### src/rtl/fab_reset_sequencer_pkg.sv
// Shared definitions for the fabric reset sequencer: state encoding,
// the code reported on STATE while faulted, and default timing values.
package fab_reset_sequencer_pkg;

  // Internal states. The first eight map directly onto the 3-bit STATE
  // output. FAULT needs its own internal code because it reports as
  // WAIT_LOCK on STATE while also raising the sticky FAULT flag.
  typedef enum logic [3:0] {
    ST_HOLD      = 4'd0,
    ST_WAIT_LOCK = 4'd1,
    ST_STRETCH   = 4'd2,
    ST_RELEASE   = 4'd3,
    ST_RUN       = 4'd4,
    ST_DRAIN     = 4'd5,
    ST_RESTART   = 4'd6,
    ST_ACK_WAIT  = 4'd7,
    ST_FAULT     = 4'd8
  } seq_state_t;

  localparam logic [2:0] FAULT_STATE_CODE = 3'd1;

  localparam int DEFAULT_STRETCH_CYCLES = 1024;
  localparam int DEFAULT_APP_DELAY      = 64;
  localparam int DEFAULT_DRAIN_CYCLES   = 256;
  localparam int DEFAULT_RESTART_PULSE  = 16;
  localparam int DEFAULT_LOCK_TIMEOUT   = 1048576;

  function automatic int max_of(input int a, input int b);
    return (a > b) ? a : b;
  endfunction

  // Map an internal state onto the externally visible 3-bit code.
  function automatic logic [2:0] state_code(input seq_state_t s);
    logic [2:0] code;
    if (s == ST_FAULT) begin
      code = FAULT_STATE_CODE;
    end else begin
      code = s[2:0];
    end
    return code;
  endfunction

endpackage

### src/rtl/fab_reset_sequencer_sync2.sv
// Two-flop synchronizer for a single asynchronous level input.
module fab_reset_sequencer_sync2 (
  input  logic clk,
  input  logic reset,
  input  logic d,
  output logic q
);

  logic meta;

  // Shift the raw input through two flops; reset clears both stages.
  always_ff @(posedge clk) begin
    if (reset) begin
      meta <= 1'b0;
      q    <= 1'b0;
    end else begin
      meta <= d;
      q    <= meta;
    end
  end

endmodule

### src/rtl/fab_reset_sequencer.sv
// Power-up / restart sequencer sitting between the MSS/CCC status
// outputs and the fabric application logic. Waits for lock and ready,
// stretches reset, releases the MSS fabric reset and then the
// application reset, services ISP restart requests, and flags a sticky
// fault when lock never arrives.
module fab_reset_sequencer
  import fab_reset_sequencer_pkg::*;
#(
  parameter int STRETCH_CYCLES = DEFAULT_STRETCH_CYCLES,
  parameter int APP_DELAY      = DEFAULT_APP_DELAY,
  parameter int DRAIN_CYCLES   = DEFAULT_DRAIN_CYCLES,
  parameter int RESTART_PULSE  = DEFAULT_RESTART_PULSE,
  parameter int LOCK_TIMEOUT   = DEFAULT_LOCK_TIMEOUT
) (
  input  logic       CLK,
  input  logic       RESET,
  input  logic       CCC_LOCK,
  input  logic       MSS_READY,
  input  logic       ISP_REQ,
  output logic       FAB_RESET_N,
  output logic       APP_RESET_N,
  output logic       RESTART_REQ,
  output logic       ISP_ACK,
  output logic       FAULT,
  output logic [2:0] STATE
);

  // One counter is shared by every timed state, so it is sized for the
  // longest interval.
  localparam int MAX_PARAM = max_of(max_of(max_of(STRETCH_CYCLES, APP_DELAY),
                                           max_of(DRAIN_CYCLES, RESTART_PULSE)),
                                    LOCK_TIMEOUT);
  localparam int CNT_W = (MAX_PARAM > 1) ? $clog2(MAX_PARAM) : 1;

  localparam logic [CNT_W-1:0] CNT_ONE      = CNT_W'(1);
  localparam logic [CNT_W-1:0] STRETCH_LAST = CNT_W'(STRETCH_CYCLES - 1);
  localparam logic [CNT_W-1:0] APP_LAST     = CNT_W'(APP_DELAY - 1);
  localparam logic [CNT_W-1:0] DRAIN_LAST   = CNT_W'(DRAIN_CYCLES - 1);
  localparam logic [CNT_W-1:0] PULSE_LAST   = CNT_W'(RESTART_PULSE - 1);
  localparam logic [CNT_W-1:0] LOCK_LAST    = CNT_W'(LOCK_TIMEOUT - 1);

  logic             lock_s;
  logic             ready_s;
  logic             isp_s;
  logic             ok;

  seq_state_t       state;
  seq_state_t       state_next;
  logic [CNT_W-1:0] cnt;
  logic [CNT_W-1:0] cnt_next;

  logic             fab_next;
  logic             app_next;
  logic             req_next;
  logic             ack_next;
  logic             fault_next;
  logic [2:0]       code_next;

  fab_reset_sequencer_sync2 u_sync_lock (
    .clk   (CLK),
    .reset (RESET),
    .d     (CCC_LOCK),
    .q     (lock_s)
  );

  fab_reset_sequencer_sync2 u_sync_ready (
    .clk   (CLK),
    .reset (RESET),
    .d     (MSS_READY),
    .q     (ready_s)
  );

  fab_reset_sequencer_sync2 u_sync_isp (
    .clk   (CLK),
    .reset (RESET),
    .d     (ISP_REQ),
    .q     (isp_s)
  );

  assign ok = lock_s & ready_s;

  // Next-state and counter logic. Every transition restarts the counter
  // so each timed state counts from zero on entry.
  always_comb begin
    state_next = state;
    cnt_next   = cnt + CNT_ONE;
    case (state)
      ST_HOLD: begin
        state_next = ST_WAIT_LOCK;
        cnt_next   = '0;
      end
      ST_WAIT_LOCK: begin
        if (ok) begin
          state_next = ST_STRETCH;
          cnt_next   = '0;
        end else if (cnt == LOCK_LAST) begin
          state_next = ST_FAULT;
          cnt_next   = '0;
        end
      end
      ST_STRETCH: begin
        if (!ok) begin
          state_next = ST_WAIT_LOCK;
          cnt_next   = '0;
        end else if (cnt == STRETCH_LAST) begin
          state_next = ST_RELEASE;
          cnt_next   = '0;
        end
      end
      ST_RELEASE: begin
        if (!ok) begin
          state_next = ST_WAIT_LOCK;
          cnt_next   = '0;
        end else if (cnt == APP_LAST) begin
          state_next = ST_RUN;
          cnt_next   = '0;
        end
      end
      ST_RUN: begin
        cnt_next = '0;
        if (!ok) begin
          state_next = ST_WAIT_LOCK;
        end else if (isp_s) begin
          state_next = ST_DRAIN;
        end
      end
      ST_DRAIN: begin
        if (cnt == DRAIN_LAST) begin
          state_next = ST_RESTART;
          cnt_next   = '0;
        end
      end
      ST_RESTART: begin
        if (cnt == PULSE_LAST) begin
          state_next = ST_ACK_WAIT;
          cnt_next   = '0;
        end
      end
      ST_ACK_WAIT: begin
        cnt_next = '0;
        if (!isp_s) begin
          state_next = ST_HOLD;
        end
      end
      ST_FAULT: begin
        cnt_next = cnt;
      end
      default: begin
        state_next = ST_HOLD;
        cnt_next   = '0;
      end
    endcase
  end

  // Decode the outputs from the state being entered so that they are
  // registered alongside the state and change on the same edge.
  always_comb begin
    fab_next   = 1'b0;
    app_next   = 1'b0;
    req_next   = 1'b0;
    ack_next   = 1'b0;
    fault_next = 1'b0;
    code_next  = state_code(state_next);
    case (state_next)
      ST_RELEASE: begin
        fab_next = 1'b1;
      end
      ST_RUN: begin
        fab_next = 1'b1;
        app_next = 1'b1;
      end
      ST_DRAIN: begin
        fab_next = 1'b1;
      end
      ST_RESTART: begin
        fab_next = 1'b1;
        req_next = 1'b1;
        ack_next = 1'b1;
      end
      ST_ACK_WAIT: begin
        fab_next = 1'b1;
        ack_next = 1'b1;
      end
      ST_FAULT: begin
        fault_next = 1'b1;
      end
      default: begin
      end
    endcase
  end

  // State, counter and output registers with synchronous reset.
  always_ff @(posedge CLK) begin
    if (RESET) begin
      state       <= ST_HOLD;
      cnt         <= '0;
      FAB_RESET_N <= 1'b0;
      APP_RESET_N <= 1'b0;
      RESTART_REQ <= 1'b0;
      ISP_ACK     <= 1'b0;
      FAULT       <= 1'b0;
      STATE       <= 3'd0;
    end else begin
      state       <= state_next;
      cnt         <= cnt_next;
      FAB_RESET_N <= fab_next;
      APP_RESET_N <= app_next;
      RESTART_REQ <= req_next;
      ISP_ACK     <= ack_next;
      FAULT       <= fault_next;
      STATE       <= code_next;
    end
  end

endmodule

### config.mk
export PLATFORM = sky130hd
export DESIGN_NAME = fab_reset_sequencer
export DESIGN_NICKNAME = d
export VERILOG_FILES = /design/src/rtl/fab_reset_sequencer_pkg.sv /design/src/rtl/fab_reset_sequencer_sync2.sv /design/src/rtl/fab_reset_sequencer.sv
export SDC_FILE = /design/constraint.sdc
export NUM_CORES = 1
export LEC_CHECK = 0
export CAP_MARGIN = 20
export CORE_MARGIN = 1
export CORE_UTILIZATION = 40
export CTS_CLUSTER_DIAMETER = 30
export DETAILED_ROUTE_END_ITERATION = 12
export PLACE_DENSITY = 0.59
export SETUP_SLACK_MARGIN = 0.02
export SLEW_MARGIN = 20
export SYNTH_ARGS = -nofsm -noshare
export SYNTH_HDL_FRONTEND = slang
export SYNTH_SLANG_ARGS = --single-unit
### constraint.sdc
create_clock -name CLK -period 2.35 [get_ports CLK]
set_input_delay 0.3525 -clock CLK [delete_from_list [all_inputs] [get_ports CLK]]
set_output_delay 0.3525 -clock CLK [all_outputs]
set_load 0.1 [all_outputs]
# ---- Word-level counts from Yosys, hierarchy flattened
# Index checks and enable logic that the tools add are counted.
dict set report classes {
  order_cmp 0
  reduce_logical 4
  shift 0
  n_addsub 1
  n_eq_ne 19
  n_mul 0
  mux 27
  bitwise 1
  div_mod_pow 0
}
# cell count
set ops {}
lappend ops {{$mux 20} 8}
lappend ops {{$pmux 20 s6} 1}
lappend ops {{$mux 4} 11}
lappend ops {{$pmux 4 s9} 1}
lappend ops {{$eq 4x3->1 const B} 8}
lappend ops {{$add 20x1->20 const B} 1}
lappend ops {{$eq 20x10->1 const B} 1}
lappend ops {{$eq 20x20->1 const B} 1}
lappend ops {{$eq 20x4->1 const B} 1}
lappend ops {{$eq 20x6->1 const B} 1}
lappend ops {{$eq 20x8->1 const B} 1}
lappend ops {{$eq 4x2->1 const B} 3}
lappend ops {{$eq 4x4->1 const B} 2}
lappend ops {{$mux 1} 6}
lappend ops {{$reduce_or 5->1} 1}
lappend ops {{$eq 4x1->1 const B} 1}
lappend ops {{$logic_not 4->1} 1}
lappend ops {{$reduce_or 2->1} 2}
lappend ops {{$and 1x1->1} 1}
dict set report word_totals {
  wordCells 67
  mem_bits_ro 0
  mem_bits_rw 0
  in_bits 5
  latch_bits 0
  output_inout_bits 8
  reg_bits 38
  mem_count 0
}

# ---- Logic depth before layout (Yosys ltp)
dict set report logic_depth {
  depth_word 7
  depth_mapped 9
  ltp_nobuf 8
}

# ---- Modules after synthesis
# Synthesis repeated with hierarchy kept, for this count alone.
dict set report hier_totals {
  hier_cells 215
  area_unflattened_um2 1908.1
}
# mod area_each_um2 cells_each seq_area_each_um2 n_inst
set by_module_without_submodules {}
lappend by_module_without_submodules {fab_reset_sequencer 1750.4 203 640.6 1}
lappend by_module_without_submodules {fab_reset_sequencer_sync2 52.6 4 40.0 3}

# ---- Least setup slack after synthesis
# Ideal clock, no wire load.
dict set report synth_timing {
  path_kind {register -> register}
  start {reg cnt[14]}
  end {reg cnt[5]}
  slack_ns 0.138
  setup_ns 0.116
  t_required_ns 2.234
  n_path_buf 1
  stages_incl_launch_ff 8
  arrival_time_ns 2.097
  period_less_slack_ns 2.212
  path_cell_list {dfxtp_1 or4_4 nor4_4 a311oi_2 o21ai_4 a21oi_4 buf_6 a31o_1}
}
dict set report synth_via {
  elab_chain_len 4
  word_cells_on_any_way 14
  cone_classes {eq/ne (5); mux (9)}
}
# element line
set synth_lines {}
lappend synth_lines {{start: declaration} fab_reset_sequencer.sv:49} ;# logic [CNT_W-1:0] cnt;
lappend synth_lines {{start signal: assignment} fab_reset_sequencer.sv:205} ;# cnt <= cnt_next;
lappend synth_lines {{$eq 20x6->1 (tied with other cells)} fab_reset_sequencer.sv:114} ;# end else if (cnt == APP_LAST) begin
lappend synth_lines {{$mux 20, on equally long branches} {fab_reset_sequencer.sv:114, fab_reset_sequencer.sv:96, fab_reset_sequencer.sv:105}}
lappend synth_lines {{$mux 20, on equally long branches} {fab_reset_sequencer.sv:111, fab_reset_sequencer.sv:93, fab_reset_sequencer.sv:102}}
lappend synth_lines {{$pmux 20 s6 (*)} fab_reset_sequencer.sv:87} ;# case (state)
# Every way passes the cells marked *; elsewhere a longest branch is shown, timed or not.
# A chain may end at the register's enable or synchronous reset.

# ---- Worst setup path in the final report
dict set report layout_timing {
  start {reg cnt[11]}
  end {reg cnt[14]}
}
dict set report layout_via {
  elab_chain_len 4
  word_cells_on_any_way 15
  cone_classes {add/sub (1); eq/ne (5); mux (9)}
}
# element line
set layout_lines {}
lappend layout_lines {{$add 20x1->20 (tied with other cells)} fab_reset_sequencer.sv:86} ;# cnt_next = cnt + CNT_ONE;
lappend layout_lines {{$mux 20, on equally long branches} {fab_reset_sequencer.sv:114, fab_reset_sequencer.sv:96, fab_reset_sequencer.sv:105}}
lappend layout_lines {{$mux 20, on equally long branches} {fab_reset_sequencer.sv:111, fab_reset_sequencer.sv:93, fab_reset_sequencer.sv:102}}
lappend layout_lines {{$pmux 20 s6 (*)} fab_reset_sequencer.sv:87}
# Marks and branches as above.

==> results.txt <==
The flow ran to the end, and the final reports show no timing, DRC or antenna violations. The number of detailed-routing iterations run before antenna repair was 5; the routability-driven placement congestion ratio was 0.866. Largest stage delay on the critical path: 0.56 ns.

After synthesis the netlist holds a flip-flop and latch count of 38. Fill cells in the final layout number 413. Timing analysis after detailed placement gives a worst setup slack of 0.0923 ns. In this run, the number of DRC markers left after iteration 0 of detailed routing was 138. The logs give 13 for the number of I/O pins and 0 for the count of synthesis-stage warnings from yosys. The number of diodes added for antenna fixing is 0, and the via count of the first global-routing pass is 1645. The flip-flop count of the largest register, all copies and words added works out to 20. The number of max-capacitance violations reported is 0, and the number of setup violations in the final report is 0. The run gives 0.29 ns as the clock latency reported for the late side of the worst-skew pair. Worst clock skew on the final layout: 0.00646 ns.

Setup repair after global routing could not meet its margin everywhere. The worst setup path is captured at a register. The total count of hold-check failures in the final report is 0, and the layout net count is 275.

The proportion of layout cells with a drive suffix above 1 came out at 0.256. The count of port buffers added during placement works out to 12. STA classifies the critical path startpoint as a register. The design draws 1320 µW. The signal on the critical path passes through or4_4 -> nor4_4 -> a311oi_2 -> o21ai_4 -> a21oi_4 -> a21o_1 -> a22o_1. The tightest hold path in the finished design has a slack of 0.440 ns. The die is 70.8 µm wide. TritonCTS built the clock tree. For the post-route DRC violation count, the log shows 0. The primary flip-flop cell chosen by synthesis mapping was sky130_fd_sc_hd__dfxtp_1. Relative to the synthesized area, the layout overhead comes to 28.8%. Across the VDD grid, the largest voltage drop is 0.384 mV. Remaining global-route overflow: 0. After legalization and detailed placement, the total HPWL measured 3.40 mm.

The analysis attributes to cell leakage a power of 0.000906 µW. The run gives 0.431 GHz as the peak clock frequency supported by timing. Buffers inserted during clock tree synthesis total 5. The worst path needs 2.32 ns of the cycle, external delays included. The tools report the vias after detailed routing as 1832. At the pin with the least slew margin, the transition time is 0.891 ns. The effective utilization at floorplan was 0.425; the count of flip-flops with a built-in enable after synthesis was 0. Final routed wire length divided by cell count: 14.9 µm. The net count after synthesis is 234. The core area came out at 4440 µm². For this design, the slowest cell found on the critical path is sky130_fd_sc_hd__or4_4. The count of nets left with antenna violations once routing finished came out at 0.

The register containing the most flip-flops in the final layout was cnt. The async set or reset register ratio after synthesis came out at 0. The count of mapped cells out of synthesis was 228; the power density normalized to cell area was 542 nW/µm². In this run the core area contains 24 standard-cell rows. The first global-routing pass estimated 7.91 mm of wire. The run gives 5010 µm² as the overall die area. The total routing resource utilization after global routing was 0.202.

Root buffer selected by CTS: sky130_fd_sc_hd__clkbuf_8. Entering global routing, the biggest net connects 20 pins. The tools report the final count of pins violating max slew as 0. The netlist uses 47 different library cells. Of all nets on the critical path, the largest fanout is 9. The run gives 2.51 ns as the worst endpoint data arrival time. The type of the worst min-delay path was reg -> reg.

At the worst endpoint, the required time is 2.54 ns. The vias per cell works out to 5.69. Sequential-to-total area share from yosys stat: 0.402.

The clock tree synthesis step divided the H-tree into 2 levels. The routed design has 4.79 mm of wire. In the layout the commonest cells are sky130_fd_sc_hd__dfxtp_1 (37), sky130_fd_sc_hd__buf_4 (37), sky130_fd_sc_hd__nand2_1 (23), sky130_fd_sc_hd__nor2_1 (23), sky130_fd_sc_hd__nand3_1 (23). The final period utilization is 0.988. The vertical die dimension came out at 70.8 µm. Combined area of all synthesized cells: 1890 µm².

Maximum clock path buffer count: 2. The critical path in this run is classified as reg -> reg. In the final layout, the registers with the most flip-flops are cnt (20), state (4), STATE (3). The clock-pin slew of the registers on the worst-case setup and hold paths came out at 0.08 ns.

For this design, the sink count on the clock tree is 38. Worst setup slack after layout: 0.0284 ns. The kind of cell with the highest combined delay on the critical path is compound AO/OA/AOI/OAI gates. The number of buffers and inverters on the critical path is 0. Worst max-slew margin expressed relative to the limit: 0.404.

The run gives 0 as the number of antenna violations at the first check in global routing. A synthesized cell averages 8.29 µm².
==> synthesized netlist by cell type (5+ instances only) <==
cell / number / area [µm²]
sky130_fd_sc_hd__nor3_1: 7 / 35.0
sky130_fd_sc_hd__o311ai_1: 6 / 52.6
sky130_fd_sc_hd__a21oi_1: 10 / 50.1
sky130_fd_sc_hd__nand2_1: 24 / 90.1
sky130_fd_sc_hd__nand4_1: 5 / 31.3
sky130_fd_sc_hd__nor2_1: 23 / 86.3
sky130_fd_sc_hd__nor2b_1: 7 / 43.8
sky130_fd_sc_hd__nand2b_1: 5 / 31.3
sky130_fd_sc_hd__inv_1: 5 / 18.8
sky130_fd_sc_hd__clkbuf_1: 9 / 33.8
sky130_fd_sc_hd__o21ai_0: 6 / 30.0
sky130_fd_sc_hd__nand3_1: 23 / 115
sky130_fd_sc_hd__and3_1: 5 / 31.3
sky130_fd_sc_hd__dfxtp_1: 38 / 761
sky130_fd_sc_hd__a31oi_1: 5 / 31.3
==> kinds of logic after synthesis <==
logic type	after synthesis	synth area share
buffers and inverters	15	0.0338
AO/OA/AOI/OAI	55	0.218
AND/OR/NAND/NOR	114	0.316
multiplexers	1	0.00529
adder cells (fa/ha/maj)	1	0.00662
flip-flops	38	0.402
XOR/XNOR	4	0.0185
==> report_power, final <==
group | switching [µW] | total [µW] | leakage, µW | internal, µW
combinational | 63.9 | 102 | 0.000546 | 38.4
clock | 241 | 556 | 0.0000504 | 316
sequential | 7.72 | 661 | 0.000309 | 654
total | 312 | 1320 | 0.000906 | 1010
==> layer usage <==
| metal | vias up | global-route usage | routed length [µm] |
|---|---|---|---|
| met5 | - | 0 | 0 |
| met1 | 857 | 0.278 | 2290 |
| met4 | 0 | 0.0844 | 79 |
| li1 | 922 | - | - |
| met3 | 9 | 0.0385 | 209 |
| met2 | 44 | 0.310 | 2220 |
==> what timing repair did <==
action | in CTS | in global routing
hold buffers | 0 | 0
hold endpoints to repair | 0 | 0
setup buffers | 0 | 4
setup endpoints to repair | 0 | 23
gates resized for setup | 0 | 13
==> final timing paths <==
| check | depth (start not counted) | slack (ns) | start | to |
|---|---|---|---|---|
| max | 7 | 0.03 | cnt[11]$_SDFFE_PP0P_ | cnt[14]$_SDFFE_PP0P_ |
| min | 1 | 0.44 | u_sync_lock.meta$_SDFF_PP0_ | u_sync_lock.q$_SDFF_PP0_ |
| max reg2reg | 7 | 0.03 | cnt[11]$_SDFFE_PP0P_ | cnt[14]$_SDFFE_PP0P_ |
| min reg2reg | 1 | 0.44 | u_sync_lock.meta$_SDFF_PP0_ | u_sync_lock.q$_SDFF_PP0_ |
==> cell type report <==
class                           count  area [µm²]  area share
Multi-Input combinational cell    176        1130       0.462
Sequential cell                    38         762       0.313
Clock inverter                      3        45.0      0.0185
Timing Repair Buffer               43         349       0.143
Clock buffer                        5        68.8      0.0283
Inverter                            5        18.8     0.00771
Tap cell                           52        65.1      0.0267
==> through the flow <==
stage	area [µm²]	utilization	instances	setup TNS, ns
floorplan	1890	-	228	0
detailed placement	2210	0.498	309	0
CTS	2330	0.524	317	0
global route	2430	0.548	322	-0.338
global placement	2210	0.498	309	0
finish	2430	0.548	322	0
Power figures use the tool's default switching activity.
